**config.mk**
```make
export PLATFORM = sky130hd
export DESIGN_NAME = bus_arbiter
export DESIGN_NICKNAME = d
export VERILOG_FILES = /design/src/rtl/bus_arbiter.sv
export SDC_FILE = /design/constraint.sdc
export NUM_CORES = 1
export LEC_CHECK = 0
export ABC_AREA = 1
export CAP_MARGIN = 10
export CORE_AREA = 3 3 197 199
export CTS_CLUSTER_DIAMETER = 50
export DETAILED_ROUTE_END_ITERATION = 10
export DIE_AREA = 0 0 200 202
export DONT_BUFFER_PORTS = 1
export PLACE_DENSITY_LB_ADDON = 0.2
export SYNTH_ARGS = -nofsm -noshare
export SYNTH_HDL_FRONTEND = slang
export SYNTH_SLANG_ARGS = --single-unit
export TNS_END_PERCENT = 10
```
**constraint.sdc**
```tcl
create_clock -name clk -period 2.12 [get_ports clk]
set_clock_uncertainty 0.15 [all_clocks]
set_input_delay 0.424 -clock clk [delete_from_list [all_inputs] [get_ports clk]]
set_output_delay 0.424 -clock clk [all_outputs]
set_load 0.01 [all_outputs]
```
**src/rtl/bus_arbiter.sv**
```systemverilog
// bus_arbiter: two-master (fetch / memory-stage) arbiter onto one shared bus.
// Grants alternate under contention. A transaction is abandoned after
// TIMEOUT busy cycles without a data response.
module bus_arbiter #(
    parameter int TIMEOUT = 255
) (
    input  logic        clk,
    input  logic        rst,

    input  logic        ireq_valid,
    input  logic [63:0] ireq_addr,
    output logic        iresp_addr_ok,
    output logic        iresp_data_ok,
    output logic [31:0] iresp_data,

    input  logic        dreq_valid,
    input  logic [63:0] dreq_addr,
    input  logic [2:0]  dreq_size,
    input  logic [7:0]  dreq_strobe,
    input  logic [63:0] dreq_data,
    output logic        dresp_addr_ok,
    output logic        dresp_data_ok,
    output logic [63:0] dresp_data,

    output logic        breq_valid,
    output logic [63:0] breq_addr,
    output logic [2:0]  breq_size,
    output logic [7:0]  breq_strobe,
    output logic [63:0] breq_data,
    input  logic        bresp_addr_ok,
    input  logic        bresp_data_ok,
    input  logic [63:0] bresp_data,

    output logic        bus_timeout
);

    localparam logic [1:0] IDLE  = 2'd0;
    localparam logic [1:0] IBUSY = 2'd1;
    localparam logic [1:0] DBUSY = 2'd2;

    // Counter value seen in the last busy cycle before the transaction is abandoned.
    localparam logic [7:0] CNT_LAST = 8'(TIMEOUT - 1);

    logic [1:0]  state;
    logic        last_d;      // 1 when the most recent grant went to the memory stage
    logic        bvalid_r;
    logic [7:0]  cnt;
    logic        timeout_r;

    logic [63:0] addr_r;
    logic [2:0]  size_r;
    logic [7:0]  strobe_r;
    logic [63:0] data_r;

    logic        grant_d;
    logic        grant_i;
    logic        at_limit;
    logic        i_busy;
    logic        d_busy;

    // Arbitration: D wins unless I also wants the bus and D had the last grant.
    always_comb begin
        grant_d = 1'b0;
        grant_i = 1'b0;
        if (state == IDLE) begin
            if (dreq_valid && (!ireq_valid || !last_d)) begin
                grant_d = 1'b1;
            end else if (ireq_valid) begin
                grant_i = 1'b1;
            end
        end
    end

    assign at_limit = (cnt == CNT_LAST);
    assign i_busy   = (state == IBUSY);
    assign d_busy   = (state == DBUSY);

    // Control state: FSM, fairness bit, address-phase valid, wait counter, timeout pulse.
    always_ff @(posedge clk) begin
        if (rst) begin
            state     <= IDLE;
            last_d    <= 1'b0;
            bvalid_r  <= 1'b0;
            cnt       <= 8'd0;
            timeout_r <= 1'b0;
        end else begin
            timeout_r <= 1'b0;
            case (state)
                IDLE: begin
                    if (grant_d) begin
                        state    <= DBUSY;
                        last_d   <= 1'b1;
                        bvalid_r <= 1'b1;
                        cnt      <= 8'd0;
                    end else if (grant_i) begin
                        state    <= IBUSY;
                        last_d   <= 1'b0;
                        bvalid_r <= 1'b1;
                        cnt      <= 8'd0;
                    end
                end
                IBUSY, DBUSY: begin
                    if (bresp_data_ok) begin
                        // A response arriving in the limit cycle still completes normally.
                        state    <= IDLE;
                        bvalid_r <= 1'b0;
                    end else if (at_limit) begin
                        state     <= IDLE;
                        bvalid_r  <= 1'b0;
                        timeout_r <= 1'b1;
                    end else begin
                        cnt <= cnt + 8'd1;
                        if (bresp_addr_ok) begin
                            bvalid_r <= 1'b0;
                        end
                    end
                end
                default: begin
                    state    <= IDLE;
                    bvalid_r <= 1'b0;
                end
            endcase
        end
    end

    // Request payload captured at grant; the bus side only ever sees these registers.
    always_ff @(posedge clk) begin
        if (rst) begin
            addr_r   <= 64'd0;
            size_r   <= 3'd0;
            strobe_r <= 8'd0;
            data_r   <= 64'd0;
        end else if (grant_d) begin
            addr_r   <= dreq_addr;
            size_r   <= dreq_size;
            strobe_r <= dreq_strobe;
            data_r   <= dreq_data;
        end else if (grant_i) begin
            addr_r   <= ireq_addr;
            size_r   <= 3'b010;
            strobe_r <= 8'd0;
            data_r   <= 64'd0;
        end
    end

    assign breq_valid  = bvalid_r;
    assign breq_addr   = addr_r;
    assign breq_size   = size_r;
    assign breq_strobe = strobe_r;
    assign breq_data   = data_r;
    assign bus_timeout = timeout_r;

    // Handshakes are routed only to the side that owns the current transaction.
    assign iresp_addr_ok = i_busy & bresp_addr_ok;
    assign iresp_data_ok = i_busy & bresp_data_ok;
    assign dresp_addr_ok = d_busy & bresp_addr_ok;
    assign dresp_data_ok = d_busy & bresp_data_ok;

    // Fetch returns the 32-bit half selected by the latched word address bit.
    assign iresp_data = i_busy ? (addr_r[2] ? bresp_data[63:32] : bresp_data[31:0]) : 32'd0;
    assign dresp_data = d_busy ? bresp_data : 64'd0;

endmodule
```
==> flow_metrics.env <==
export IMPL_instances_no_fill=1474
export IMPL_synth_edff_count=0
export IMPL_leakagePower_uw=0.003327
export IMPL_insertion_delay_ps=430
export IMPL_die_x_microns=200
export IMPL_worst_pin_slew_ps=390.4
export IMPL_fin_crit_sh_pct=99.34
export IMPL_cts_tree="yes"
export IMPL_place_area_sq_um=7368
export IMPL_finalHoldViolCount=82
export IMPL_routed_wl_microns=25890
export IMPL_grt_start_max_net_pins=94
export IMPL_antennaDiodeCount=0
export IMPL_ctsHoldBuffers=3
export IMPL_endpoint_kind="output port"
export IMPL_synth_distinct_cells=28
export IMPL_wl_per_cell_microns=17.56
export IMPL_cp_start_kind="flip-flop"
export IMPL_status="complete, but fails checks"
export IMPL_hold_slack_ps=-97.93
export IMPL_path_clk_slew_ps=70
export IMPL_setup_viol=0
export IMPL_cp_max_fo=17
export IMPL_p_int_uw=5927
export IMPL_muxShareOfSynthArea_pct=0
export IMPL_drtIter0Drc=293
export IMPL_drtAntennaViolNets=0
export IMPL_synth_top_family_by_area="compound AO/OA/AOI/OAI gates"
export IMPL_slew_violations=0
export IMPL_place_inst=1433
export IMPL_die_area_sq_um=40400
export IMPL_async_flop_share_pct=0
export IMPL_hold_path_class="in2reg"
export IMPL_ys_seq_area_share_pct=44.47
export IMPL_yosysWarnings=0
export IMPL_start_util_pct=18.30
export IMPL_cp_data_arrival_time_ps=1530
export IMPL_grt_pass1_wl_microns=35180
export IMPL_vdd_drop_max_mv=0.5171
export IMPL_synthAdderAreaFrac_pct=0.9142
export IMPL_drc=0
export IMPL_area_delta_synth_final_pct=19.56
export IMPL_hpwl_microns=19250
export IMPL_ys_seq_elements=152
export IMPL_cp_required_ps=1550
export IMPL_synth_area_per_cell_sq_um=6.947
export IMPL_path_class="reg2out"
export IMPL_fp_coreArea_sq_um=37400
export IMPL_p_sw_uw=3284
export IMPL_drtPass1Iterations=4
export IMPL_maxSlewHeadroom_pct=73.95
export IMPL_cts_root_buffer="clkbuf_16"
export IMPL_grt_pass1_vias=6016
export IMPL_antenna_found_initial=0
export IMPL_pwr_share_comb_pct=24.1
export IMPL_grt_overflow=0
export IMPL_vias=6452
export IMPL_die_y_microns=202
export IMPL_vias_per_cell=4.377
export IMPL_mostFrequentLayoutCells="nand2_1, a21oi_1, dfxtp_1"
export IMPL_numClockSinks=152
export IMPL_gp_congestion=0.7024
export IMPL_violations="negative hold slack"
export IMPL_cts_max_path_buffers=2
export IMPL_synth_compound_area_share_pct=24.30
export IMPL_cap_violations=0
export IMPL_fin_tns_setup_ps=0
export IMPL_switching_share_pct=35.65
export IMPL_synth_ff_type="dfxtp_1"
export IMPL_netlist_area_sq_um=6843
export IMPL_layout_drive_gt1_share_pct=11.21
export IMPL_port_buffers=0
export IMPL_final_net_count=1229
export IMPL_fin_area_sq_um=8182
export IMPL_powerDensity_nw_per_um2=1126
export IMPL_rsz0062_at_grt="true"
export IMPL_cts_made_buffers=17
export IMPL_synth_simple_area_share_pct=20.26
export IMPL_p_clk_share_pct=34.4
export IMPL_syn_nets=1263
export IMPL_io_pins=514
export IMPL_max_freq_ghz=0.4748
export IMPL_netlist_instances=985
export IMPL_grt_usage_pct=11.50
export IMPL_synthXorXnorAreaFrac_pct=0
export IMPL_period_needed_ps=2106
export IMPL_seq_power_share_pct=41.5
export IMPL_layout_commonest_cell="nand2_1"
export IMPL_h_tree_depth=4
export IMPL_num_rows=71
export IMPL_finalPower_uw=9210
## Yosys cell counts, types with 2 or more instances
library cell | count | area share (%)
inv_1 | 82 | 4.5
clkbuf_1 | 36 | 2.0
buf_2 | 30 | 2.2
nor2_2 | 2 | 0.18
buf_4 | 6 | 0.66
nor2_1 | 75 | 4.1
nand3_1 | 12 | 0.88
buf_6 | 2 | 0.33
buf_1 | 3 | 0.16
nor2_4 | 2 | 0.33
nand2_4 | 2 | 0.33
ha_1 | 5 | 0.91
inv_2 | 3 | 0.16
o22ai_1 | 64 | 5.9
nand2_1 | 251 | 14
nand2_2 | 2 | 0.18
a21oi_1 | 151 | 11
o21ai_0 | 96 | 7.0
dfxtp_1 | 152 | 44
## timing repair
action | 4_1_cts | 5_1_grt
resized for setup | 29 | 20
endpoints found under the setup margin | 91 | 90
gates cloned | 1 | 1
endpoints found under the hold margin | 85 | 83
pin swaps | 3 | 3
setup buffers | 3 | 2
## area by class of cell
cell class / instances / area, sq um
fill: 4198 / 29220
multi-input combinational: 670 / 3192
sequential: 152 / 3048
tap: 511 / 639.4
clock buffer: 20 / 456.7
timing repair buffer: 25 / 380.4
inverter: 85 / 319.1
clock inverter: 11 / 146.4
## worst paths after layout
kind	from	endpoint	slack, ps	cells past startpoint
worst max-delay path	state[1]$_SDFFE_PP0P_	iresp_data[4]	10	5
worst min-delay path	rst	breq_data[1]$_SDFFE_PP0P_	-100	1
worst max register to register	state[1]$_SDFFE_PP0P_	bus_timeout$_SDFF_PP0_	80	6
worst min register to register	last_d$_SDFFE_PP0P_	last_d$_SDFFE_PP0P_	310	2
## per-stage QoR
step / setup WS (ps) / util [%]
6_report: 13.95 / 21.88
4_1_cts: -27.68 / 21.73
2_1_floorplan: 297.0 / -
3_3_place_gp: 269.1 / 19.70
5_1_grt: -90.90 / 21.88
3_5_place_dp: 256.8 / 19.70
## cells by family after synthesis
kind of cell | after synthesis
and+or+nand+nor | 351
DFF | 152
AOI/OAI and AO/OA | 314
adders and majority gates | 5
buffers and inverters | 163
## routing by layer
metal  track usage [%]  vias up  part of all wire, %
li1                  -     3154                    -
met1             12.22     2931                   38
met2             20.13      321                   50
met3             3.784       46                  8.2
met4             5.957        0                  3.8
met5                 0        -                    0
## sequential cells by signal (all words and copies together) (netlist names)
signal / cells
breq_data: 64
bus_timeout: 1
breq_valid: 1
breq_strobe: 8
cnt: 8
breq_addr: 64
breq_size: 3
state: 2
last_d: 1
## power groups by stage
stage | sequential [uW] | combinational, uW | clock, uW
after global placement | 3900 | 2090 | 0
final | 3820 | 2220 | 3170
after CTS | 3840 | 2210 | 3300
after detailed placement | 3890 | 2120 | 0
after floorplan | 3740 | 1640 | 0
after global routing | 3870 | 2520 | 3410
## worst max-delay path, cell delays in order, from the launching register on
cell and delay (ps):
dfxtp_2 350, inv_2 80, ha_4 170, buf_12 150
o21ai_0 100, nor2_2 250
No activity file was read; power rests on OpenSTA's default activity.
